[src/rtl/axis_uart_pkg.sv]
// Shared definitions for the axis_uart TX and RX paths.
//   DATA_WIDTH             bits per UART character
//   DIVIDER_WIDTH          width of the bit-period divider register
//   uart_clk_divider_reg_t clk cycles per bit
//   uart_parity_reg_t      parity mode register (bit0 odd, bit1 even)
//   uart_state_e           receiver/transmitter frame states
//   parity()               expected parity bit for a character and mode
package axis_uart_pkg;

   localparam int unsigned DATA_WIDTH    = 8;
   localparam int unsigned DIVIDER_WIDTH = 32;

   typedef logic [DIVIDER_WIDTH-1:0] uart_clk_divider_reg_t;

   typedef struct packed {
      logic [29:0] reserved;
      logic        even;
      logic        odd;
   } uart_parity_reg_t;

   typedef enum logic [2:0] {
      IDLE   = 3'd0,
      START  = 3'd1,
      DATA   = 3'd2,
      PARITY = 3'd3,
      STOP   = 3'd4,
      WAIT   = 3'd5
   } uart_state_e;

   // Odd takes precedence when both mode bits are set.
   function automatic logic parity(input logic [DATA_WIDTH-1:0] data,
                                   input uart_parity_reg_t      mode);
      if (mode.odd) return ~(^data);
      return ^data;
   endfunction

endpackage

[src/rtl/axis_uart_sync.sv]
// Two-flop synchroniser for an asynchronous single-bit input.
//   clk_i   system clock
//   arstn_i asynchronous active-low reset (flops load RST_VAL)
//   d_i     asynchronous input
//   q_o     synchronised output
module axis_uart_sync #(
   parameter logic RST_VAL = 1'b1
) (
   input  logic clk_i,
   input  logic arstn_i,
   input  logic d_i,
   output logic q_o
);

   logic [1:0] ff_q;

   always_ff @(posedge clk_i or negedge arstn_i) begin
      if (!arstn_i) ff_q <= {2{RST_VAL}};
      else          ff_q <= {ff_q[0], d_i};
   end

   assign q_o = ff_q[1];

endmodule

[src/rtl/axis_uart_rx.sv]
// UART receiver with an AXI-Stream master output.
//   clk_i            system clock
//   arstn_i          asynchronous active-low reset
//   clk_divider_i    clk cycles per bit, latched at start detection
//   parity_i         parity mode (bit0 odd, bit1 even), latched at start
//   uart_rx_i        asynchronous serial line, idle high
//   m_axis_tdata_o   received character
//   m_axis_tvalid_o  character valid
//   m_axis_tready_i  downstream ready
//   parity_err_o     one-cycle pulse: parity mismatch (byte still delivered)
//   frame_err_o      one-cycle pulse: stop bit sampled low (byte discarded)
//   overrun_o        one-cycle pulse: byte lost, output register full
// Optional build macro AXIS_UART_RX_MAJORITY_EN: each bit decision is the
// 2-of-3 majority of the samples at cnt==2,1,0 (needs clk_divider_i >= 8).
module axis_uart_rx #(
   parameter int unsigned DATA_WIDTH    = axis_uart_pkg::DATA_WIDTH,
   parameter int unsigned DIVIDER_WIDTH = axis_uart_pkg::DIVIDER_WIDTH
) (
   input  logic                     clk_i,
   input  logic                     arstn_i,
   input  logic [DIVIDER_WIDTH-1:0] clk_divider_i,
   input  logic [31:0]              parity_i,
   input  logic                     uart_rx_i,
   output logic [DATA_WIDTH-1:0]    m_axis_tdata_o,
   output logic                     m_axis_tvalid_o,
   input  logic                     m_axis_tready_i,
   output logic                     parity_err_o,
   output logic                     frame_err_o,
   output logic                     overrun_o
);

   import axis_uart_pkg::*;

   localparam int unsigned IDX_W = (DATA_WIDTH > 1) ? $clog2(DATA_WIDTH) : 1;
   localparam logic [IDX_W-1:0]         LAST_IDX = IDX_W'(DATA_WIDTH - 1);
   localparam logic [DIVIDER_WIDTH-1:0] CNT_ONE  = DIVIDER_WIDTH'(1);

   logic rx_s;

   axis_uart_sync #(.RST_VAL(1'b1)) u_sync (
      .clk_i   (clk_i),
      .arstn_i (arstn_i),
      .d_i     (uart_rx_i),
      .q_o     (rx_s)
   );

   uart_state_e              state_q, state_d;
   logic [DIVIDER_WIDTH-1:0] cnt_q, cnt_d, div_q, div_d;
   logic                     odd_q, odd_d, even_q, even_d;
   logic [DATA_WIDTH-1:0]    shift_q, shift_d, tdata_q, tdata_d;
   logic [IDX_W-1:0]         idx_q, idx_d;
   logic                     mism_q, mism_d;
   logic                     tvalid_q, tvalid_d;
   logic                     par_err_q, par_err_d;
   logic                     frame_err_q, frame_err_d;
   logic                     overrun_q, overrun_d;
   logic                     tick, bit_val, good_stop;
   uart_parity_reg_t         mode_cur;
   logic                     unused_parity_bits;

   assign unused_parity_bits = ^parity_i[31:2];
   assign mode_cur = '{reserved: '0, even: even_q, odd: odd_q};
   assign tick     = (cnt_q == '0);

`ifdef AXIS_UART_RX_MAJORITY_EN
   // hist_q[1] holds rx_s from two cycles ago (cnt==2 at a decision),
   // hist_q[0] from the previous cycle (cnt==1).
   logic [1:0] hist_q;

   always_ff @(posedge clk_i or negedge arstn_i) begin
      if (!arstn_i) hist_q <= '1;
      else          hist_q <= {hist_q[0], rx_s};
   end

   assign bit_val = (hist_q[1] & hist_q[0]) | (hist_q[1] & rx_s) | (hist_q[0] & rx_s);
`else
   assign bit_val = rx_s;
`endif

   always_comb begin
      state_d     = state_q;
      cnt_d       = cnt_q;
      div_d       = div_q;
      odd_d       = odd_q;
      even_d      = even_q;
      shift_d     = shift_q;
      idx_d       = idx_q;
      mism_d      = mism_q;
      good_stop   = 1'b0;
      frame_err_d = 1'b0;

      case (state_q)
         IDLE: begin
            if (!rx_s) begin
               div_d   = clk_divider_i;
               odd_d   = parity_i[0];
               even_d  = parity_i[1];
               cnt_d   = (clk_divider_i >> 1) - CNT_ONE;
               mism_d  = 1'b0;
               state_d = START;
            end
         end
         START: begin
            if (!tick) begin
               cnt_d = cnt_q - CNT_ONE;
            end else if (!bit_val) begin
               cnt_d   = div_q - CNT_ONE;
               idx_d   = '0;
               state_d = DATA;
            end else begin
               state_d = IDLE;
            end
         end
         DATA: begin
            if (!tick) begin
               cnt_d = cnt_q - CNT_ONE;
            end else begin
               shift_d = {bit_val, shift_q[DATA_WIDTH-1:1]};
               cnt_d   = div_q - CNT_ONE;
               idx_d   = idx_q + IDX_W'(1);
               if (idx_q == LAST_IDX) state_d = (odd_q | even_q) ? PARITY : STOP;
            end
         end
         PARITY: begin
            if (!tick) begin
               cnt_d = cnt_q - CNT_ONE;
            end else begin
               mism_d  = (bit_val != parity(shift_q, mode_cur));
               cnt_d   = div_q - CNT_ONE;
               state_d = STOP;
            end
         end
         STOP: begin
            if (!tick) begin
               cnt_d = cnt_q - CNT_ONE;
            end else if (bit_val) begin
               good_stop = 1'b1;
               state_d   = IDLE;
            end else begin
               frame_err_d = 1'b1;
               state_d     = WAIT;
            end
         end
         WAIT: begin
            if (rx_s) state_d = IDLE;
         end
         default: state_d = IDLE;
      endcase
   end

   // Output register: a new byte may load in the same cycle the old one
   // handshakes; otherwise it is dropped and overrun pulses.
   always_comb begin
      tdata_d   = tdata_q;
      tvalid_d  = tvalid_q;
      par_err_d = 1'b0;
      overrun_d = 1'b0;
      if (tvalid_q && m_axis_tready_i) tvalid_d = 1'b0;
      if (good_stop) begin
         par_err_d = mism_q;
         if (!tvalid_q || m_axis_tready_i) begin
            tdata_d  = shift_q;
            tvalid_d = 1'b1;
         end else begin
            overrun_d = 1'b1;
         end
      end
   end

   always_ff @(posedge clk_i or negedge arstn_i) begin
      if (!arstn_i) begin
         state_q     <= IDLE;
         cnt_q       <= '0;
         div_q       <= '0;
         odd_q       <= 1'b0;
         even_q      <= 1'b0;
         shift_q     <= '0;
         idx_q       <= '0;
         mism_q      <= 1'b0;
         tdata_q     <= '0;
         tvalid_q    <= 1'b0;
         par_err_q   <= 1'b0;
         frame_err_q <= 1'b0;
         overrun_q   <= 1'b0;
      end else begin
         state_q     <= state_d;
         cnt_q       <= cnt_d;
         div_q       <= div_d;
         odd_q       <= odd_d;
         even_q      <= even_d;
         shift_q     <= shift_d;
         idx_q       <= idx_d;
         mism_q      <= mism_d;
         tdata_q     <= tdata_d;
         tvalid_q    <= tvalid_d;
         par_err_q   <= par_err_d;
         frame_err_q <= frame_err_d;
         overrun_q   <= overrun_d;
      end
   end

   assign m_axis_tdata_o  = tdata_q;
   assign m_axis_tvalid_o = tvalid_q;
   assign parity_err_o    = par_err_q;
   assign frame_err_o     = frame_err_q;
   assign overrun_o       = overrun_q;

endmodule

[config.mk]
export PLATFORM = sky130hd
export DESIGN_NAME = axis_uart_rx
export DESIGN_NICKNAME = d
export VERILOG_FILES = /design/src/rtl/axis_uart_pkg.sv /design/src/rtl/axis_uart_sync.sv /design/src/rtl/axis_uart_rx.sv
export SDC_FILE = /design/constraint.sdc
export NUM_CORES = 1
export LEC_CHECK = 0
export BUFFER_PORTS_ARGS = -buffer_cell sky130_fd_sc_hd__buf_2
export CORE_MARGIN = 5
export CORE_UTILIZATION = 30
export CTS_CLUSTER_DIAMETER = 40
export DETAILED_ROUTE_END_ITERATION = 16
export GPL_ROUTABILITY_DRIVEN = 1
export HOLD_SLACK_MARGIN = 0.1
export PLACE_DENSITY_LB_ADDON = 0.05
export REMOVE_ABC_BUFFERS = 1
export SETUP_SLACK_MARGIN = 0.1
export SLEW_MARGIN = 20
export SYNTH_ARGS = -nofsm -noshare
export SYNTH_HDL_FRONTEND = slang
export SYNTH_SLANG_ARGS = --single-unit
[constraint.sdc]
create_clock -name clk_i -period 2.86 [get_ports clk_i]
set_clock_uncertainty 0.05 [all_clocks]
set_input_delay 0.429 -clock clk_i [delete_from_list [all_inputs] [get_ports clk_i]]
set_output_delay 0.429 -clock clk_i [all_outputs]
set_load 0.05 [all_outputs]
==> results by group <==
Finish
  • Core Util, Final: 36.8%
  • Most frequent cells in the layout: dfrtp_1 (92), nor2_1 (64), nand2_1 (60)
  • Most common cell after layout, fill and taps aside: dfrtp_1
  • Proportion of layout cells with a drive suffix above 1: 27.2%
  • # fillers: 2,238
  • Cell area after layout: 0.00770 mm^2
  • Syn-to-layout area delta: 21.1%
  • Ant. Diodes: 0
  • Fin nets: 866

Power
  • Sequential Power Share: 45.2%
  • Maximum vdd drop: 0.000261 V
  • Int Pwr: 0.00309 W
  • P_leak: 3.10 nW
  • Sw frac: 36.3%
  • Combinational Power Share: 30.2%
  • Clk pwr share: 24.7%
  • Switching Power: 0.00176 W
  • Cell Pwr Density: 630 mW/mm^2
  • Pwr Total: 0.00486 W

Logic synthesis
  • Commonest register cell after synthesis: dfrtp_1
  • Syn avg cell area: 9.02 um^2
  • Post-Synthesis Cell Area: 0.00636 mm^2
  • Sequential share of the synthesized area: 37.4%
  • Leading post-synthesis cells by cell area: dfrtp_1 (37%), mux2_2 (8.5%), xnor2_1 (5.5%)
  • Post-synth ARST share: 100%
  • Ys Warns: 0
  • Number of library cell types mapped by synthesis: 66
  • Number of enable flip-flop cells after synthesis: 0
  • Mapped Cells: 705
  • Top cell type's share of synthesized area: 36.6%
  • Yosys top cell by area: dfrtp_1
  • Register bit total from synthesis: 95

Global routing
  • Gr usage total: 17.7%
  • Total congestion overflow: 0
  • First-pass GRT wire length: 33.2 mm
  • Vias in the first global route: 5,874
  • Pin count of the biggest net entering global routing: 41
  • Initial antenna violation count: 0

Die
  • # IOs: 80
  • Floorplan core area: 0.0210 mm^2
  • Die width: 156 um
  • Starting Density: 30.3%
  • Die Height: 156 um
  • Row cnt: 53
  • Die area: 0.0242 mm^2

STA
  • Max-Slew Margin vs Limit: 45.9%
  • RSZ-0062 raised after global routing: yes
  • Actual slew at the worst max-slew pin: 809 ps
  • Post-Route Setup TNS: 0 ps
  • Slew Viols, Final: 0
  • Fin. Hold Viols: 0
  • Final setup margin: 184 ps
  • Tcrit/Tclk final: 93.6%
  • Max Clk Rate: 374 MHz
  • Min cycle time layout: 2680 ps
  • Final setup viols: 0

Clock tree
  • Maximum level of the CTS H-tree: 3
  • Clk Latency, worst-skew pair: 360 ps
  • CTS Buf Count: 9
  • CTS tree: done
  • Clock transition at the registers of the reported paths: 70 ps
  • Total clock sinks: 95
  • Bufs on Longest Clock Path: 2
  • CTS root buf: clkbuf_16

Place
  • PortBufs: 49
  • DP Area: 0.00724 mm^2
  • RD Place Congestion: 0.853
  • Setup WS pre-CTS: 20.2 ps
  • Hpwl dp: 15.7 mm

Critical path
  • Cell family with most CP delay: simple AND/OR/NAND/NOR gates
  • Worst path most repeated cell: or4_4
  • Crit path arrival time: 2860 ps
  • Setup CP Type: flip-flop to flip-flop
  • Max FO, Critical Path: 3
  • CP endpoint kind: flip-flop
  • Worst path slowest cell: or4_4
  • Cell Chain, Critical Path: or4_4 -> nor4_4 -> buf_4 -> nand2_2 -> or4_4 -> xor2_2 -> o21ai_2 -> a221o_1
  • Worst EP required: 3050 ps
  • Startpoint types: flip-flop
  • Buf+Inv Stages, Crit Path: 1
  • Max stage delay on crit path: 590 ps

Route
  • DR vias/cell: 5.30
  • Initial DRT Pass Iterations: 5
  • Antenna-violating nets left: 0
  • 1st-iter DRT viols: 221
  • Via count: 5,679
  • Final wirelength: 21.0 mm
  • Routed length per instance: 19.6 um
  • Drc violations: 0

Flow run
  • Max-cap violations: 0

Min path
  • Hold Path Class: input port to flip-flop

Status
  • Status: complete, no violations
==> path summary, 6_finish.rpt <==
path | start | endpoint | slack [ps] | depth (start not counted)
max | div_q[10] | cnt_q[21] | 180 | 8
min | uart_rx_i | u_sync.ff_q[0] | 120 | 1
max reg2reg | div_q[10] | cnt_q[21] | 180 | 8
min reg2reg | u_sync.ff_q[0] | u_sync.ff_q[1] | 310 | 0
max in group asynchronous | arstn_i | cnt_q[8] | 1410 | 3
min in group asynchronous | arstn_i | div_q[0] | 570 | 2
==> power groups by stage <==
stage	combinational (W)	sequential, W	clock, W
after floorplan	0.000923	0.00212	0
after global placement	0.00139	0.00220	0
after detailed placement	0.00141	0.00220	0
after CTS	0.00142	0.00218	0.00125
after global routing	0.00164	0.00226	0.00129
final	0.00146	0.00219	0.00120
==> repair_timing <==
item,4_1_cts,5_1_grt
setup endpoints to repair,15,57
gates resized for setup,2,19
hold buffers,1,0
pin swaps,1,5
setup buffers,1,8
hold endpoints to repair,36,0
==> cells in the mapped netlist (all sizes together), types with 8 or more instances <==
master / instances
o21ai: 57
xnor2: 40
or3: 9
nand2: 64
nor2: 67
nor3b: 8
inv: 13
dfrtp: 93
buf: 14
mux2: 49
nor3: 30
nand3: 25
or4: 11
clkbuf: 24
o22ai: 8
nor4: 19
a21oi: 28
o211ai: 11
xor2: 34
==> state kept, by name, summed over array words and instances, names as in the netlist, 2 cells and up <==
signal / count
state_q: 3
u_sync.ff_q: 2
cnt_q: 32
idx_q: 3
div_q: 32
m_axis_tdata_o: 8
shift_q: 8
==> kinds of logic after synthesis <==
| group | synth area share (%) |
|---|---|
| buffers and inverters | 3.52 |
| flip-flops | 37.4 |
| AND/OR/NAND/NOR | 23.1 |
| multiplexers | 8.99 |
| XOR/XNOR | 10.2 |
| AO/OA/AOI/OAI | 15.6 |
| adder cells (fa/ha/maj) | 1.18 |
==> metrics by stage <==
step / hold WS [ps] / std cells
after floorplan: 83.4 / 667
after global placement: 299 / 1046
after detailed placement: 297 / 1046
after CTS: 107 / 1064
after global routing: 116 / 1072
final: 123 / 1072
==> final cells by class <==
cell class,instances,area [um^2],share of cell area (%)
multi-input cells,559,3850,50.0
clock buffers,9,225,2.92
flip-flops and latches,95,2380,30.9
clock inverters,7,56.3,0.731
inverters,13,48.8,0.634
well taps,275,344,4.47
repair buffers,114,796,10.3
==> per-layer routing <==
| metal | wire (um) | up-vias | part of all wire, % | GRT usage, % |
|---|---|---|---|---|
| met5 | 0 | - | 0 | 0 |
| met1 | 9430 | 2774 | 45 | 23.3 |
| met3 | 795 | 38 | 3.8 | 2.36 |
| li1 | - | 2735 | - | - |
| met4 | 673 | 0 | 3.2 | 7.42 |
| met2 | 10100 | 132 | 48 | 29.3 |
Power figures use the tool's default switching activity.
